File: config.mk
export PLATFORM = sky130hd
export DESIGN_NAME = fetch_pc_unit_flat
export DESIGN_NICKNAME = d
export VERILOG_FILES = /design/src/rtl/fetch_pc_unit_pkg.sv /design/src/rtl/fetch_pc_unit_if.sv /design/src/rtl/fetch_hold_reg.sv /design/src/rtl/fetch_pc_unit.sv /design/src/flat_wrapper.sv
export SDC_FILE = /design/constraint.sdc
export NUM_CORES = 1
export LEC_CHECK = 0
export CAP_MARGIN = 30
export CORE_MARGIN = 4
export CORE_UTILIZATION = 47
export CTS_CLUSTER_SIZE = 20
export DETAILED_ROUTE_END_ITERATION = 7
export PLACE_DENSITY = 0.93
export SETUP_SLACK_MARGIN = 0.3
export SLEW_MARGIN = 20
export SYNTH_ARGS = -nofsm -noshare
export SYNTH_HDL_FRONTEND = slang
export SYNTH_SLANG_ARGS = --single-unit
File: constraint.sdc
create_clock -name clk -period 7.75 [get_ports clk]
set_input_delay 1.55 -clock clk [delete_from_list [all_inputs] [get_ports clk]]
set_output_delay 1.55 -clock clk [all_outputs]
set_load 0.005 [all_outputs]
File: src/rtl/fetch_pc_unit_pkg.sv
`default_nettype none
// ============================================================================
// Module   : fetch_pc_unit_pkg
// Brief    : Shared constants, types and helpers for the IF-stage fetch unit.
// Revision : 1.0 - initial release
// ============================================================================
package fetch_pc_unit_pkg;

    localparam int unsigned XLEN = 32;

    localparam logic [1:0] PCSEL_PLUS4 = 2'b00;
    localparam logic [1:0] PCSEL_JAL   = 2'b01;
    localparam logic [1:0] PCSEL_BR    = 2'b10;

    localparam logic [XLEN-1:0] NOP_INSTR = 32'h0000_0013;

    localparam int unsigned BIOS_SEL_BIT = 30;
    localparam int unsigned IMEM_SEL_BIT = 28;

    typedef enum logic [1:0] {
        SRC_PLUS4 = 2'd0,
        SRC_JAL   = 2'd1,
        SRC_BR    = 2'd2,
        SRC_HOLD  = 2'd3
    } pc_src_e;

    function automatic logic is_bios(input logic [XLEN-1:0] addr);
        return addr[BIOS_SEL_BIT];
    endfunction

    function automatic logic is_imem(input logic [XLEN-1:0] addr);
        return !addr[BIOS_SEL_BIT] && addr[IMEM_SEL_BIT];
    endfunction

    // The X-stage redirect is older than the ID jump, so it wins; 11 is reserved.
    function automatic pc_src_e decode_pcsel(input logic stall, input logic [1:0] pcsel);
        pc_src_e src;
        if (stall) begin
            src = SRC_HOLD;
        end else begin
            case (pcsel)
                PCSEL_BR:    src = SRC_BR;
                PCSEL_JAL:   src = SRC_JAL;
                PCSEL_PLUS4: src = SRC_PLUS4;
                default:     src = SRC_PLUS4;
            endcase
        end
        return src;
    endfunction

endpackage
`default_nettype wire

File: src/rtl/fetch_pc_unit_if.sv
`default_nettype none
// ============================================================================
// Module   : fetch_pc_unit_if
// Brief    : Instruction-memory bus between the fetch unit and BIOS/IMEM.
// Revision : 1.0 - initial release
// ============================================================================
interface fetch_pc_unit_if;
    import fetch_pc_unit_pkg::*;

    logic [XLEN-1:0] fetch_addr;
    logic            bios_en;
    logic            imem_en;
    logic [XLEN-1:0] bios_dout;
    logic [XLEN-1:0] imem_dout;

    modport master (
        output fetch_addr,
        output bios_en,
        output imem_en,
        input  bios_dout,
        input  imem_dout
    );

    modport slave (
        input  fetch_addr,
        input  bios_en,
        input  imem_en,
        output bios_dout,
        output imem_dout
    );

endinterface
`default_nettype wire

File: src/rtl/fetch_hold_reg.sv
`default_nettype none
// ============================================================================
// Module   : fetch_hold_reg
// Brief    : Holds a synchronous-read memory return value across stall cycles.
// Revision : 1.0 - initial release
// ============================================================================
module fetch_hold_reg
    import fetch_pc_unit_pkg::*;
#(
    parameter logic [XLEN-1:0] RESET_VAL = NOP_INSTR
) (
    input  wire logic            clk,
    input  wire logic            rst,
    input  wire logic            stall,
    input  wire logic [XLEN-1:0] din,
    output logic      [XLEN-1:0] dout
);

    logic            r_stall;
    logic [XLEN-1:0] r_hold;
    logic [XLEN-1:0] w_out;

    // The memory read data is only valid the cycle after the address, so the
    // first stalled cycle's value must be captured and replayed until release.
    assign w_out = r_stall ? r_hold : din;
    assign dout  = w_out;

    always_ff @(posedge clk) begin
        if (rst) begin
            r_stall <= 1'b0;
            r_hold  <= RESET_VAL;
        end else begin
            r_stall <= stall;
            if (stall) begin
                r_hold <= w_out;
            end
        end
    end

endmodule
`default_nettype wire

File: src/rtl/fetch_pc_unit.sv
`default_nettype none
// ============================================================================
// Module   : fetch_pc_unit
// Brief    : IF-stage PC generator, instruction return, squash and counters.
// Revision : 1.0 - initial release
// ============================================================================
module fetch_pc_unit #(
    parameter logic [31:0] RESET_PC  = 32'h4000_0000,
    parameter logic [31:0] NOP_INSTR = 32'h0000_0013
) (
    input  wire logic        clk,
    input  wire logic        rst,
    input  wire logic        stall,
    input  wire logic [1:0]  pcsel,
    input  wire logic [31:0] jal_target,
    input  wire logic [31:0] br_target,
    fetch_pc_unit_if.master  mem,
    output logic      [31:0] pc_id,
    output logic      [31:0] instr_id,
    output logic             valid_id,
    output logic      [31:0] cnt_fetch,
    output logic      [31:0] cnt_kill
);

    import fetch_pc_unit_pkg::*;

    logic [31:0] r_pc;
    logic [31:0] r_cnt_fetch;
    logic [31:0] r_cnt_kill;

    pc_src_e     w_src;
    logic [31:0] w_next_pc;
    logic [31:0] w_fetch_addr;
    logic [31:0] w_raw;
    logic [31:0] w_held;
    logic        w_kill;
    logic        w_valid;

    assign w_src = decode_pcsel(stall, pcsel);

    always_comb begin
        w_next_pc = r_pc + 32'd4;
        case (w_src)
            SRC_HOLD:  w_next_pc = r_pc;
            SRC_BR:    w_next_pc = br_target;
            SRC_JAL:   w_next_pc = jal_target;
            SRC_PLUS4: w_next_pc = r_pc + 32'd4;
            default:   w_next_pc = r_pc + 32'd4;
        endcase
    end

    assign w_fetch_addr   = rst ? RESET_PC : w_next_pc;
    assign mem.fetch_addr = w_fetch_addr;
    assign mem.bios_en    = is_bios(w_fetch_addr);
    assign mem.imem_en    = is_imem(w_fetch_addr);

    always_ff @(posedge clk) begin
        if (rst) begin
            r_pc <= RESET_PC;
        end else begin
            r_pc <= w_next_pc;
        end
    end

    // Return data belongs to r_pc, so the source is chosen from the registered PC.
    assign w_raw = r_pc[BIOS_SEL_BIT] ? mem.bios_dout : mem.imem_dout;

    fetch_hold_reg #(
        .RESET_VAL (NOP_INSTR)
    ) u_hold (
        .clk   (clk),
        .rst   (rst),
        .stall (stall),
        .din   (w_raw),
        .dout  (w_held)
    );

    // A taken branch/JALR in X makes the instruction now in decode wrong-path.
    assign w_kill  = (pcsel == PCSEL_BR) && !stall && !rst;
    assign w_valid = !rst && !w_kill;

    assign instr_id = w_valid ? w_held : NOP_INSTR;
    assign pc_id    = rst ? RESET_PC : r_pc;
    assign valid_id = w_valid;

    always_ff @(posedge clk) begin
        if (rst) begin
            r_cnt_fetch <= 32'd0;
            r_cnt_kill  <= 32'd0;
        end else begin
            if (w_valid && !stall) begin
                r_cnt_fetch <= r_cnt_fetch + 32'd1;
            end
            if (w_kill) begin
                r_cnt_kill <= r_cnt_kill + 32'd1;
            end
        end
    end

    assign cnt_fetch = r_cnt_fetch;
    assign cnt_kill  = r_cnt_kill;

endmodule
`default_nettype wire

File: src/flat_wrapper.sv
// flat-port wrapper written by rule: the top's interface ports become plain ports
module fetch_pc_unit_flat import fetch_pc_unit_pkg::*;
#(
    parameter logic [31:0] RESET_PC  = 32'h4000_0000,
    parameter logic [31:0] NOP_INSTR = 32'h0000_0013
)
  (clk, rst, stall, pcsel, jal_target, br_target, pc_id, instr_id, valid_id, cnt_fetch, cnt_kill, mem_fetch_addr, mem_bios_en, mem_imem_en, mem_bios_dout, mem_imem_dout);
  fetch_pc_unit_if mem_i ();
  input  wire logic clk;
  input  wire logic rst;
  input  wire logic stall;
  input  wire logic [1:0] pcsel;
  input  wire logic [31:0] jal_target;
  input  wire logic [31:0] br_target;
  output logic      [31:0] pc_id;
  output logic      [31:0] instr_id;
  output logic valid_id;
  output logic      [31:0] cnt_fetch;
  output logic      [31:0] cnt_kill;
  output wire logic [$bits(mem_i.fetch_addr)-1:0] mem_fetch_addr;
  output wire logic [$bits(mem_i.bios_en)-1:0] mem_bios_en;
  output wire logic [$bits(mem_i.imem_en)-1:0] mem_imem_en;
  input wire logic [$bits(mem_i.bios_dout)-1:0] mem_bios_dout;
  input wire logic [$bits(mem_i.imem_dout)-1:0] mem_imem_dout;
  assign mem_fetch_addr = mem_i.fetch_addr;
  assign mem_bios_en = mem_i.bios_en;
  assign mem_imem_en = mem_i.imem_en;
  assign mem_i.bios_dout = mem_bios_dout;
  assign mem_i.imem_dout = mem_imem_dout;
  fetch_pc_unit #(.RESET_PC(RESET_PC), .NOP_INSTR(NOP_INSTR)) u_core (.clk(clk), .rst(rst), .stall(stall), .pcsel(pcsel), .jal_target(jal_target), .br_target(br_target), .mem(mem_i), .pc_id(pc_id), .instr_id(instr_id), .valid_id(valid_id), .cnt_fetch(cnt_fetch), .cnt_kill(cnt_kill));
endmodule
==> summary.txt, run 1 <==
status: finished clean
multi-input logic area: 4270 sq um
CP dominant cell by count: clkdlybuf4s50_1
Setup Crit Path Kind: in -> out
Die X: 132 microns
Hold Crit Endpoint: u_core.u_hold.r_hold[4]
Synth-to-Final Area Change: 51.0%
top cell type's share of synthesized area: 0.358
GRT Max-Usage Layer: met2
synth unique cells: 59
Seq/Total Area, Yosys: 0.358
cell count after synthesis: 935
FF-to-FF Start: u_core.r_pc[2]
maximum VDD drop: 0.000171 V
reg2reg setup slack: 5180 ps
Tightest Pin Transition: 955 ps
Max Cap Viol: 0
Max Transition Viols Final: 0
# port buffers: 295
R2R Path End: u_core.r_pc[26]
Data arrival, critical path: 4730 ps
CTS Buffer Depth: 2
CTS tree: yes
Worst-path clk slew: 50 ps
Global Route Usage Sum: 0.289
Seq cells post-synth: 129
Post-synth EDFFs: 0
CP max-delay cell: nor2b_2
post-cts sizing count: 0
Cell Pwr Density: 175 nW/um^2
pin count of the biggest net entering global routing: 75
clock tree sinks: 129
Synth Area per Inst: 7.72 sq um
met1 usage: 0.343
CORE AREA: 15,100 sq um
Max Clock Freq: 0.159 GHz
Worst Setup End Kind: output port
Hold Vio Cnt, Final: 0
Worst Path Required: 6200 ps
post-CTS setup buffer count: 0
I/O Pins: 296
highest-count cells in the layout ignoring fill and taps: clkdlybuf4s50_1 (293), nor2_1 (170), dfxtp_1 (127)
Hold Path Cell Cnt: 2
Register Area: 2580 sq um
violation count after the first detailed-route iteration: 697
Lkg Pwr: 3.89 nW
M2 GR Usage: 0.489
min Tclk post-route: 6280 ps
GP Congestion: 0.949
die area: 17,400 sq um
drt pass-1 iters: 7
CP Launch Type: input pin
diode count: 0
Rel. slew slack: 0.363
synthesized area: 7220 sq um
Synth Net Count: 1,071
DRC: 0
Initial Util: 0.476
fillers: 1,106
H-tree depth: 4
asr flop ratio synth: 0
leading area contributor after synthesis: dfxtp_1
Clock Skew: 6.76 ps
Primary FF master, synth: dfxtp_1
vias: 8,134
fraction of layout cells with a size suffix above 1: 0.0524
Via density: 5.85
row cnt: 45
CTS Root Cell: clkbuf_16
Util after Layout: 0.719
most common cell after layout, fill and taps aside: clkdlybuf4s50_1
critical hold path startpoint: u_core.u_hold.r_hold[4]
crit share post-route: 0.811
R2R cell count: 5
endpoints failing setup: 0
met3 usage in global routing: 0.0786
setup TNS: 0 ps
Synth area leaders: dfxtp_1 (36%), nor2_1 (8.9%), xnor2_1 (5.2%)
Synth warnings: 0
CTS Buf Count: 17
post-route ant nets: 0
die height: 132 microns
total length of routed wires: 26,100 microns
cell breakdown of the critical path: clkdlybuf4s50_1 -> nor2b_2 -> buf_4 -> a221oi_1 -> o21ai_0 -> a21oi_1 -> a211oi_1 -> clkdlybuf4s50_1
Routed WL per cell: 18.8 microns
later-pin clock latency in the skew report: 410 ps
CP Max Fanout: 18
Critical Path Max Stage Delay: 830 ps
RSZ-0062 raised after global routing: no
hpwl dp: 18,900 microns
first-pass GRT wire length: 41,300 microns
Final Net Count: 1,326
cts hold-fix bufs: 0
GRT overflow: 0
initial antenna violation count: 0
number of global-route vias before repair: 7,849
HP Class: reg -> reg
## how the worst max path moves through the flow
| stage | startpoint | to | slack (ps) | cells after the start |
|---|---|---|---|---|
| 2_1_floorplan | pcsel[0] | mem_fetch_addr[12] | 3150 | 8 |
| 3_3_place_gp | pcsel[1] | mem_fetch_addr[12] | 1630 | 8 |
| 3_5_place_dp | pcsel[1] | mem_fetch_addr[13] | 1490 | 8 |
| 4_1_cts | pcsel[1] | mem_fetch_addr[13] | 1490 | 8 |
| 5_1_grt | pcsel[1] | mem_fetch_addr[13] | 1230 | 8 |
| 6_report | pcsel[1] | mem_fetch_addr[13] | 1470 | 8 |
## registers in the layout, summed over array words and instances (netlist names)
name                   count
u_core.u_hold.r_stall      1
u_core.r_pc               32
u_core.cnt_kill           32
u_core.cnt_fetch          32
u_core.u_hold.r_hold      32
## power breakdown
part / switching, W / internal [W]
clock: 0.000306 / 0.000545
sequential: 0.0000311 / 0.000692
combinational: 0.000152 / 0.000181
total: 0.000489 / 0.00142
## final cells by class
| cell class | instances | share of cell area |
|---|---|---|
| clock inverter | 13 | 0.0172 |
| inverter | 27 | 0.00930 |
| multi-input combinational | 708 | 0.392 |
| sequential | 129 | 0.237 |
| tap | 188 | 0.0216 |
| clock buffer | 18 | 0.0403 |
| timing repair buffer | 307 | 0.282 |
## worst max-delay path: cells and delay by family
kind                   cells  cell delay [ps]
AOI/OAI and AO/OA          4              690
buffers and inverters      3             1650
and+or+nand+nor            1              830
## layer usage
metal	wire [microns]	part of all wire
met1	10200	0.39
met2	12700	0.49
met3	2170	0.083
met4	1070	0.041
met5	0	0
## kinds of logic (layout without fill, tap and decap cells)
group,Yosys count,after routing,synth area share
xor gates and xnor gates,51,51,0.0619
adders and majority gates,3,3,0.00520
and+or+nand+nor,413,413,0.285
muxes,37,37,0.0520
AOI/OAI and AO/OA,204,204,0.186
buffers and inverters,98,365,0.0522
DFF,129,129,0.358
## Yosys cell counts, drive strengths merged, types with 4 or more instances
master,instances
dfxtp,129
a22oi,4
a21oi,63
o21ai,37
mux2,4
xnor2,43
nand2b,4
and2,5
nor4,20
or2,4
a221oi,16
o31ai,5
o22ai,4
and4,11
or4,8
nor2,171
nand2,47
a211oi,39
clkbuf,50
xor2,8
nand3,25
nor2b,30
nor3,27
or3,17
nand4,25
a221o,9
mux2i,33
and3,9
buf,21
inv,26
## stage by stage
stage / std cells / setup WS, ps / total power, W / area [sq um] / hold WS (ps)
after floorplan: 935 / 3150 / 0.000874 / 7220 / 437
after global placement: 1356 / 1630 / 0.00105 / 10200 / 449
after global routing: 1390 / 1230 / 0.00198 / 10900 / 511
after CTS: 1388 / 1490 / 0.00191 / 10900 / 476
final: 1390 / 1470 / 0.00191 / 10900 / 478
after detailed placement: 1357 / 1490 / 0.00106 / 10200 / 462
Note: power is estimated with default switching activity, not from simulation.
==> run 2: changes to the inputs <==
--- a/config.mk
+++ b/config.mk
@@ -7,10 +7,10 @@
 export LEC_CHECK = 0
 export CAP_MARGIN = 30
 export CORE_MARGIN = 4
-export CORE_UTILIZATION = 47
+export CORE_UTILIZATION = 44
 export CTS_CLUSTER_SIZE = 20
 export DETAILED_ROUTE_END_ITERATION = 7
-export PLACE_DENSITY = 0.93
+export PLACE_DENSITY = 0.88
 export SETUP_SLACK_MARGIN = 0.3
 export SLEW_MARGIN = 20
 export SYNTH_ARGS = -nofsm -noshare
==> constraint.sdc (replaced) <==
create_clock -name clk -period 6.2 [get_ports clk]
set_input_delay 1.24 -clock clk [delete_from_list [all_inputs] [get_ports clk]]
set_output_delay 1.24 -clock clk [all_outputs]
set_load 0.005 [all_outputs]
==> summary.txt, run 2 (synthesis gave the netlist of run 1 again) <==
Buf+Inv Stages, Crit Path: 2
Final Net Count: 1,330
Hold Crit Endpoint: u_core.u_hold.r_hold[0]
Internal Pwr Total: 0.00177 W
CTS Buffer Depth: 2
H-tree depth: 4
multi-input logic area: 4270 sq um
Data arrival, critical path: 4430 ps
Rel. slew slack: 0.361
CTS Root Cell: clkbuf_16
number of global-route vias before repair: 7,566
violation count after the first detailed-route iteration: 621
min Tclk post-route: 5670 ps
die area: 18,500 sq um
CP max-delay cell: clkdlybuf4s50_1
Cell Pwr Density: 218 nW/um^2
Max Cap Viol: 0
CP dominant cell by count: clkdlybuf4s50_1
crit path from: pcsel[1]
reg2reg setup slack: 3680 ps
Comb pwr share: 0.175
Worst-path clk slew: 50 ps
setup TNS: 0 ps
Hold Path Cell Cnt: 2
Register Area: 2580 sq um
clock tree sinks: 129
fillers: 1,322
Post-DP Area: 10,300 sq um
# port buffers: 295
crit share post-route: 0.915
Tightest Pin Transition: 955 ps
Clock Skew: 10.1 ps
Lkg Pwr: 3.91 nW
Synth-to-Final Area Change: 51.8%
Max Transition Viols Final: 0
Global Route Usage Sum: 0.270
Util after Layout: 0.685
CP Launch Type: input pin
I/O Pins: 296
Worst Setup End Kind: output port
fraction of layout cells with a size suffix above 1: 0.0563
later-pin clock latency in the skew report: 420 ps
die height: 136 microns
post-CTS setup buffer count: 0
DRC: 0
Via density: 5.67
Initial Util: 0.451
GP Congestion: 0.869
cell breakdown of the critical path: clkdlybuf4s50_1 -> nor2b_2 -> a22oi_1 -> a21oi_1 -> nor2_1 -> a311oi_1 -> clkdlybuf4s50_1
CTS Buf Count: 17
Hold Vio Cnt, Final: 0
clock power share: 0.448
placed cell count: 1,390
CORE AREA: 16,000 sq um
Setup Crit Path Kind: in -> out
endpoints failing setup: 0
FF-to-FF Start: u_core.r_pc[2]
vias: 8,067
RSZ-0062 raised after global routing: no
Seq pwr share: 0.377
maximum VDD drop: 0.000189 V
Post-Layout Cell Count: 1,424
Net Sw Power: 0.000621 W
status: finished clean
GRT overflow: 0
Routed WL per cell: 18.5 microns
drt pass-1 iters: 7
Finished Cell Area: 11,000 sq um
R2R Path End: u_core.r_pc[27]
Worst Path Required: 4960 ps
Critical Path Max Stage Delay: 820 ps
first-pass GRT wire length: 39,800 microns
most common cell after layout, fill and taps aside: clkdlybuf4s50_1
Die X: 136 microns
row cnt: 46
HP Class: reg -> reg
pin count of the biggest net entering global routing: 82
R2R cell count: 4
post-cts sizing count: 0
CTS tree: yes
post-route ant nets: 0
Switching Share: 0.260
total length of routed wires: 26,300 microns
CP Max Fanout: 19
highest-count cells in the layout ignoring fill and taps: clkdlybuf4s50_1 (293), nor2_1 (170), dfxtp_1 (127)
delay-heaviest family, CP: buffers and inverters
cts hold-fix bufs: 0
Max Clock Freq: 0.176 GHz
hpwl dp: 19,100 microns
critical hold path startpoint: u_core.u_hold.r_hold[0]
initial antenna violation count: 0
## run 2: worst max path at each step
stage,to,slack [ps],depth (start not counted)
4_1_cts,mem_fetch_addr[5],610,7
3_5_place_dp,mem_fetch_addr[5],640,7
3_3_place_gp,mem_fetch_addr[5],760,7
6_report,mem_fetch_addr[5],530,7
2_1_floorplan,mem_fetch_addr[12],2220,8
5_1_grt,mem_fetch_addr[5],360,7
## run 2: layer usage
| layer | up-vias | global-route usage | part of all wire |
|---|---|---|---|
| li1 | 3877 | - | - |
| met1 | 3752 | 0.324 | 0.40 |
| met2 | 376 | 0.449 | 0.48 |
| met3 | 62 | 0.0744 | 0.086 |
| met4 | 0 | 0.127 | 0.037 |
| met5 | - | 0 | 0 |
## run 2: worst register-to-register path, delay by kind of cell, from the launching register on
kind             cells  cell delay [ps]
flip-flops           1              470
AND/OR/NAND/NOR      3             1600
AO/OA/AOI/OAI        1              350
## run 2: layout make-up
type	count	area share
antenna	1	0.000228
clock buffer	21	0.0439
clock inverter	11	0.0139
inverter	27	0.00925
multi-input combinational	708	0.390
sequential	129	0.236
tap	216	0.0247
timing repair buffer	311	0.282
## run 2: power by group through the flow
stage / sequential, W / combinational, W / clock (W)
final: 0.000901 / 0.000418 / 0.00107
after global routing: 0.000906 / 0.000449 / 0.00112
after CTS: 0.000904 / 0.000411 / 0.00108
after detailed placement: 0.000922 / 0.000407 / 0
after global placement: 0.000924 / 0.000395 / 0
after floorplan: 0.000903 / 0.000189 / 0
## run 2: metrics by stage
stage / worst slack (ps) / total power [W] / hold slack [ps]
4_1_cts: 611 / 0.00240 / 472
6_report: 529 / 0.00239 / 467
5_1_grt: 363 / 0.00247 / 491
3_5_place_dp: 641 / 0.00133 / 459
3_3_place_gp: 755 / 0.00132 / 453
2_1_floorplan: 2220 / 0.00109 / 437
